### src/rtl/seq_detector_mealy_param.sv
// Parametrised Mealy serial pattern detector with don't-care mask and overlap select.
// Optional saturating match counter on the match_count port when MATCH_COUNT_EN is defined.
module seq_detector_mealy_param #(
  parameter int unsigned        PAT_LEN = 3,
  parameter logic [PAT_LEN-1:0] PATTERN = 3'b101,
  parameter int unsigned        CNT_W   = 16
) (
  input  logic               clk,
  input  logic               rst,
  input  logic               clr,
  input  logic               x,
  input  logic               x_valid,
  input  logic               ovl_en,
  input  logic [PAT_LEN-1:0] care_mask,
  output logic               y
`ifdef MATCH_COUNT_EN
  ,
  output logic [CNT_W-1:0]   match_count
`endif
);

  localparam int unsigned        FillW   = $clog2(PAT_LEN);
  localparam logic [FillW-1:0]   FillMax = FillW'(PAT_LEN - 1);

  logic [PAT_LEN-2:0] hist_q, hist_d;
  logic [FillW-1:0]   fill_q, fill_d;
  logic [PAT_LEN-1:0] win;
  logic               accept;

  assign win    = {hist_q, x};
  assign accept = x_valid & ~clr;

  always_comb begin
    y = accept & ~rst & (fill_q == FillMax) & (((win ^ PATTERN) & care_mask) == '0);
  end

  always_comb begin
    hist_d = hist_q;
    fill_d = fill_q;
    if (clr) begin
      hist_d = '0;
      fill_d = '0;
    end else if (x_valid) begin
      // Low PAT_LEN-1 bits of the window are exactly the shifted history.
      hist_d = win[PAT_LEN-2:0];
      if (y && !ovl_en) begin
        fill_d = '0;
      end else if (fill_q != FillMax) begin
        fill_d = fill_q + 1'b1;
      end
    end
  end

  always_ff @(posedge clk or posedge rst) begin
    if (rst) begin
      hist_q <= '0;
      fill_q <= '0;
    end else begin
      hist_q <= hist_d;
      fill_q <= fill_d;
    end
  end

`ifdef MATCH_COUNT_EN
  logic [CNT_W-1:0] count_q, count_d;

  always_comb begin
    count_d = count_q;
    if (clr) begin
      count_d = '0;
    end else if (y && (count_q != '1)) begin
      count_d = count_q + 1'b1;
    end
  end

  always_ff @(posedge clk or posedge rst) begin
    if (rst) begin
      count_q <= '0;
    end else begin
      count_q <= count_d;
    end
  end

  assign match_count = count_q;
`endif

endmodule

### config.mk
export PLATFORM = sky130hd
export DESIGN_NAME = seq_detector_mealy_param
export DESIGN_NICKNAME = d
export VERILOG_FILES = /design/src/rtl/seq_detector_mealy_param.sv
export SDC_FILE = /design/constraint.sdc
export NUM_CORES = 1
export LEC_CHECK = 0
export CAP_MARGIN = 20
export CORE_AREA = 2 2 39 41
export CTS_BUF_LIST = sky130_fd_sc_hd__clkbuf_8
export CTS_CLUSTER_SIZE = 10
export DETAILED_ROUTE_END_ITERATION = 16
export DIE_AREA = 0 0 41 43
export PLACE_DENSITY = 0.39
export SLEW_MARGIN = 20
export SYNTH_ARGS = -nofsm -noshare
export SYNTH_HDL_FRONTEND = slang
export SYNTH_SLANG_ARGS = --single-unit
### constraint.sdc
create_clock -name clk -period 1.4 [get_ports clk]
set_input_delay 0.14 -clock clk [delete_from_list [all_inputs] [get_ports clk]]
set_output_delay 0.14 -clock clk [all_outputs]
set_load 0.01 [all_outputs]
==> Word level (Yosys, flattened, before mapping) <==
Index checks and enable logic that the tools add are counted.
{ "totals": {"reg_bits": 4, "latchBits": 0, "ramBits": 0, "romBits": 0, "input_bits": 9, "output_inout_bits": 1, "word_cells": 25, "memories": 0} }
{ "op_classes": {"n_addsub": 1, "mul": 0, "div": 0, "magnitude_cmp": 0, "eq_ne": 2, "shifts": 0, "muxes": 6, "bitwise_logic": 8, "reduce_logical": 6} }
{ "op_table": {"columns": ["op", "n"], "rows": [
  ["2-to-1 mux 2 bit", 6],
  ["AND 1 bit", 4],
  ["AND 3 bit", 1],
  ["logical NOT 3 bit", 1],
  ["nonzero test 3 bit", 1],
  ["adder 2 x 1 -> 2 bit (second input constant)", 1],
  ["equality test 2 bit (second input constant)", 1],
  ["!= test 2 bit (second input constant)", 1],
  ["NOT 1 bit", 2],
  ["NOT 2 bit", 1],
  ["AND reduction 2 bit", 1],
  ["nonzero test 2 bit", 1],
  ["logical AND 1 bit", 1],
  ["logical NOT 1 bit", 1]
]} }

==> Depth between registers and ports, before layout <==
{ "logic_depth": {"ltp_word": 9, "depth_mapped": 5} }

==> Worst setup path before layout <==
OpenSTA, ideal clock, no wires.
{ "synth_path": {"kind": "reg2out", "start": "register fill_q[0]", "end": "output port y", "arrival_time_ns": 1.044, "required_ns": 1.260, "slack_ns": 0.216, "stages_incl_launch_ff": 5, "path_cell_list": "dfrtp_1 -> inv_1 -> ha_1 -> nand2_1 -> nor4_1"} }
{ "synth_between": {"elab_chain_cells": 3} }
{ "synth_rtl": {"columns": ["element", "line_no", "source"], "rows": [
  ["start, declared", "26", "logic [FillW-1:0] fill_q, fill_d;"],
  ["start signal, assigned", "60", "fill_q <= fill_d;"],
  ["equality test 2 bit", "34", "y = accept & ~rst & (fill_q == FillMax) & (((win ^ PATTERN) & care_mask) == '0);"],
  ["AND 1 bit (2 in a row)", "34", null],
  ["end, declared", "15", "output logic y"]
]} }
Every way passes these cells.

==> Worst setup path after layout <==
{ "layout_path": {"start": "register hist_q[0]", "end": "register fill_q[0]"} }
{ "layout_between": {"elab_chain_cells": 7} }
{ "layout_rtl": {"columns": ["element", "line_no", "source"], "rows": [
  ["start, declared", "25", "logic [PAT_LEN-2:0] hist_q, hist_d;"],
  ["start signal, assigned", "59", "hist_q <= hist_d;"],
  ["AND 3 bit (*)", "34", null],
  ["logical NOT 3 bit (*)", "34", null],
  ["AND 1 bit (*)", "34", null],
  ["logical AND 1 bit (*)", "46", "if (y && !ovl_en) begin"],
  ["2-to-1 mux 2 bit", "46", null],
  ["2-to-1 mux 2 bit", "43", "end else if (x_valid) begin"],
  ["2-to-1 mux 2 bit", "40", "if (clr) begin"]
]} }
Every way passes the cells marked *; elsewhere a longest branch is shown, timed or not. The select of a mux whose other input is x is not followed.
A chain may end at the register's enable or synchronous reset.

==> Flow_metrics.wiki <==
{| class="wikitable"
! Metric !! Value
|-
| Status || finished, final reports clean
|-
| Worst Max-Slew Pin Slew || 0.2793 ns
|-
| Post-synthesis instance total || 29
|-
| Setup TNS Final || 0 ns
|-
| Path type of the worst setup path || reg -> reg
|-
| Number of nets at the end of the flow || 63
|-
| Most common cell after layout, fill and taps aside || sky130_fd_sc_hd__buf_4
|-
| Yosys Warn Count || 0
|-
| Number of placement rows || 14
|-
| Setup WS pre-CTS || -0.4136 ns
|-
| Number of hold-slack violations in the final timing report || 0
|-
| Number of global-route vias before repair || ~330
|-
| Cell count after placement || 64
|-
| Multiplexer share of the synthesized area || 7.207%
|-
| Clk Tree Root Cell || sky130_fd_sc_hd__clkbuf_8
|-
| Maximum number of buffers from clock root to sink || 2
|-
| Power per unit of standard cell area || 913.5 nW/µm²
|-
| Drt drc || 0
|-
| Critical Path End Type || flip-flop
|-
| Placeable core area || ~1400 µm²
|-
| Clock Latency Late Sink || roughly 0.22 ns
|-
| Share of the clock period used by the worst path || 94.22%
|-
| Average wire per cell in the routed design || 12.34 µm
|-
| Final instance area || 536.8 µm²
|-
| Floorplan die width || 41 µm
|-
| Synth unique cells || 16
|-
| Final-report max-slew violation count || 0
|-
| Pin count of the biggest net entering global routing || 6
|-
| Total routing usage reported by global routing || 11.72%
|-
| Clock transition time at the flip-flop clock pins of the worst setup and hold paths || 0.03 ns
|-
| Worst Hold Margin || 0.2544 ns
|-
| Io pins || 10
|-
| Critical Path AT || 1.39 ns
|-
| Number of fill cells in the layout || 147
|-
| PortBufs || 9
|-
| Worst Clk Skew || 0.004657 ns
|-
| Leakage || 0.2467 nW
|-
| Number of max-cap violations || 0
|-
| Via Count || 300
|-
| Layout overhead on the synthesized area || 93.24%
|-
| Nature of the critical path startpoint || flip-flop
|-
| Post-detailed-route count of antenna-violating nets || 0
|-
| Commonest non-fill, non-tap cells in the layout || sky130_fd_sc_hd__buf_4, sky130_fd_sc_hd__clkdlybuf4s50_1, sky130_fd_sc_hd__dfrtp_1
|-
| Fin worst setup slack || 0.08091 ns
|-
| Largest fanout on the critical path || 3
|-
| Post-synth design cell area || 277.8 µm²
|-
| # diodes || 0
|-
| IR drop worst, VDD || a little over 0.0005 V
|-
| Leftover overflow at the end of global routing || 0
|-
| Sink Count || 4
|-
| RSZ-0062 raised after global routing || no
|-
| Minimum period implied by the final worst setup slack || 1.319 ns
|-
| Synthesized area divided by synthesized cell count || 9.578 µm²
|-
| Clock buffer count from CTS || 3
|-
| Post-route insts no fill || 67
|-
| Register area share after synthesis || between 30 and 40%
|-
| Number of nets produced by synthesis || 39
|-
| Effective utilization at floorplan || approximately a fifth
|-
| Total power || 0.4903 mW
|-
| Combinational family with the most area after synthesis || simple AND/OR/NAND/NOR gates
|-
| Layout Utilization || 38.79%
|-
| Number of hold buffers added after CTS || 0
|-
| Required time of the critical path || 1.48 ns
|-
| Count of state elements after synthesis || 4
|-
| Fraction of layout instances using a drive strength above 1 || a little over two fifths
|-
| Share of synthesized cell area in full adder, half adder and majority cells || 4.505%
|-
| Overall die area || ~1800 µm²
|-
| First-pass GRT wire length || 1317 µm
|-
| Height of the chip || ~43 µm
|-
| Post-Synth Simple-Gate Area || 35.14%
|-
| Worst max-slew margin expressed relative to the limit || 81.34%
|-
| H-tree Lvls || 1
|-
| DRT Pass-1 Iters || 2
|-
| Placer congestion estimate || about 0.60
|-
| Antenna violations before repair || 0
|-
| Instance area after placement || 462.9 µm²
|-
| Post-synthesis xor/xnor area fraction || 0%
|-
| Clock tree from TritonCTS || built
|-
| Setup Viol. Count Final || 0
|-
| Initial drt markers || 2
|-
| FMAX || 758.1 MHz
|-
| Type of the most critical hold path || in -> reg
|-
| Post-DR vias/cell || ~4.5
|-
| Detailed-route wire length || 827 µm
|-
| Synth Area in Compound Gates || 13.06%
|}
## worst paths after layout
| check | startpoint | end | slack, ns | cells after the start |
|---|---|---|---|---|
| max in group asynchronous | rst | fill_q[0]$_DFFE_PP0P_ | 0.97 | 3 |
| min in group asynchronous | rst | hist_q[0]$_DFFE_PP0P_ | 0.28 | 3 |
| setup / recovery | hist_q[0]$_DFFE_PP0P_ | fill_q[0]$_DFFE_PP0P_ | 0.08 | 4 |
| hold reg to reg | hist_q[1]$_DFFE_PP0P_ | hist_q[1]$_DFFE_PP0P_ | 0.53 | 2 |
| setup reg to reg | hist_q[0]$_DFFE_PP0P_ | fill_q[0]$_DFFE_PP0P_ | 0.08 | 4 |
| hold / removal | x | hist_q[0]$_DFFE_PP0P_ | 0.25 | 3 |
## per-layer routing
metal	global-route usage [%]	part of all wire (%)	up-vias	wire, µm
met5	0	0	-	0
met4	6.000	0	0	0
met2	20.31	56	8	462
met3	4.712	6.7	0	55
met1	10.82	37	146	309
li1	-	-	146	-
## repair_timing
item | CTS | global route
gates resized for setup | 6 | 7
pin swaps | 0 | 0
endpoints found under the setup margin | 1 | 2
setup buffers | 0 | 0
## critical path: stages, from the launching register on
cell,delay [ns]
sky130_fd_sc_hd__dfrtp_1,0.37
sky130_fd_sc_hd__buf_4,0.14
sky130_fd_sc_hd__a211o_1,0.33
sky130_fd_sc_hd__nor4_4,0.19
sky130_fd_sc_hd__o22ai_1,0.15
## registers in the layout, summed over array words and instances, names as in the netlist
signal / cells
hist_q: 2
fill_q: 2
## layout make-up
cell class / instances / area [µm²] / area share, %
Multi-Input combinational cell: 22 / 201.4 / 37.53
Timing Repair Buffer: 19 / 162.7 / 30.30
Sequential cell: 4 / 100.1 / 18.65
Clock buffer: 3 / 41.29 / 7.692
Tap cell: 16 / 20.02 / 3.730
Inverter: 3 / 11.26 / 2.098
## power by group
group          total (mW)  internal (mW)  switching, mW
Sequential          0.131          0.125        0.00603
Combinational       0.120         0.0707         0.0498
Clock               0.239          0.183         0.0563
Total               0.490          0.378          0.112
## synth_stat cells
| library cell | instances | share of area, % |
|---|---|---|
| sky130_fd_sc_hd__a211o_1 | 1 | 3.2 |
| sky130_fd_sc_hd__a21oi_1 | 3 | 5.4 |
| sky130_fd_sc_hd__ha_1 | 1 | 4.5 |
| sky130_fd_sc_hd__nand2_1 | 3 | 4.1 |
| sky130_fd_sc_hd__mux2i_1 | 2 | 7.2 |
| sky130_fd_sc_hd__nor2_1 | 2 | 2.7 |
| sky130_fd_sc_hd__nor2b_1 | 2 | 4.5 |
| sky130_fd_sc_hd__inv_1 | 3 | 4.1 |
| sky130_fd_sc_hd__nor4_4 | 1 | 7.7 |
| sky130_fd_sc_hd__nand2b_2 | 1 | 3.2 |
| sky130_fd_sc_hd__and2b_4 | 1 | 3.6 |
| sky130_fd_sc_hd__nor3b_2 | 1 | 4.5 |
| sky130_fd_sc_hd__o22ai_1 | 2 | 4.5 |
| sky130_fd_sc_hd__nor3b_1 | 1 | 2.7 |
| sky130_fd_sc_hd__nor4_1 | 1 | 2.3 |
| sky130_fd_sc_hd__dfrtp_1 | 4 | 36 |
## cells by family (layout without fill, tap and decap cells)
family | count (synthesis) | in the layout
multiplexers | 2 | 2
buffers and inverters | 3 | 25
adder cells (fa/ha/maj) | 1 | 1
AND/OR/NAND/NOR | 13 | 13
AO/OA/AOI/OAI | 6 | 6
flip-flops | 4 | 4
Note: power is estimated with default switching activity, not from simulation.
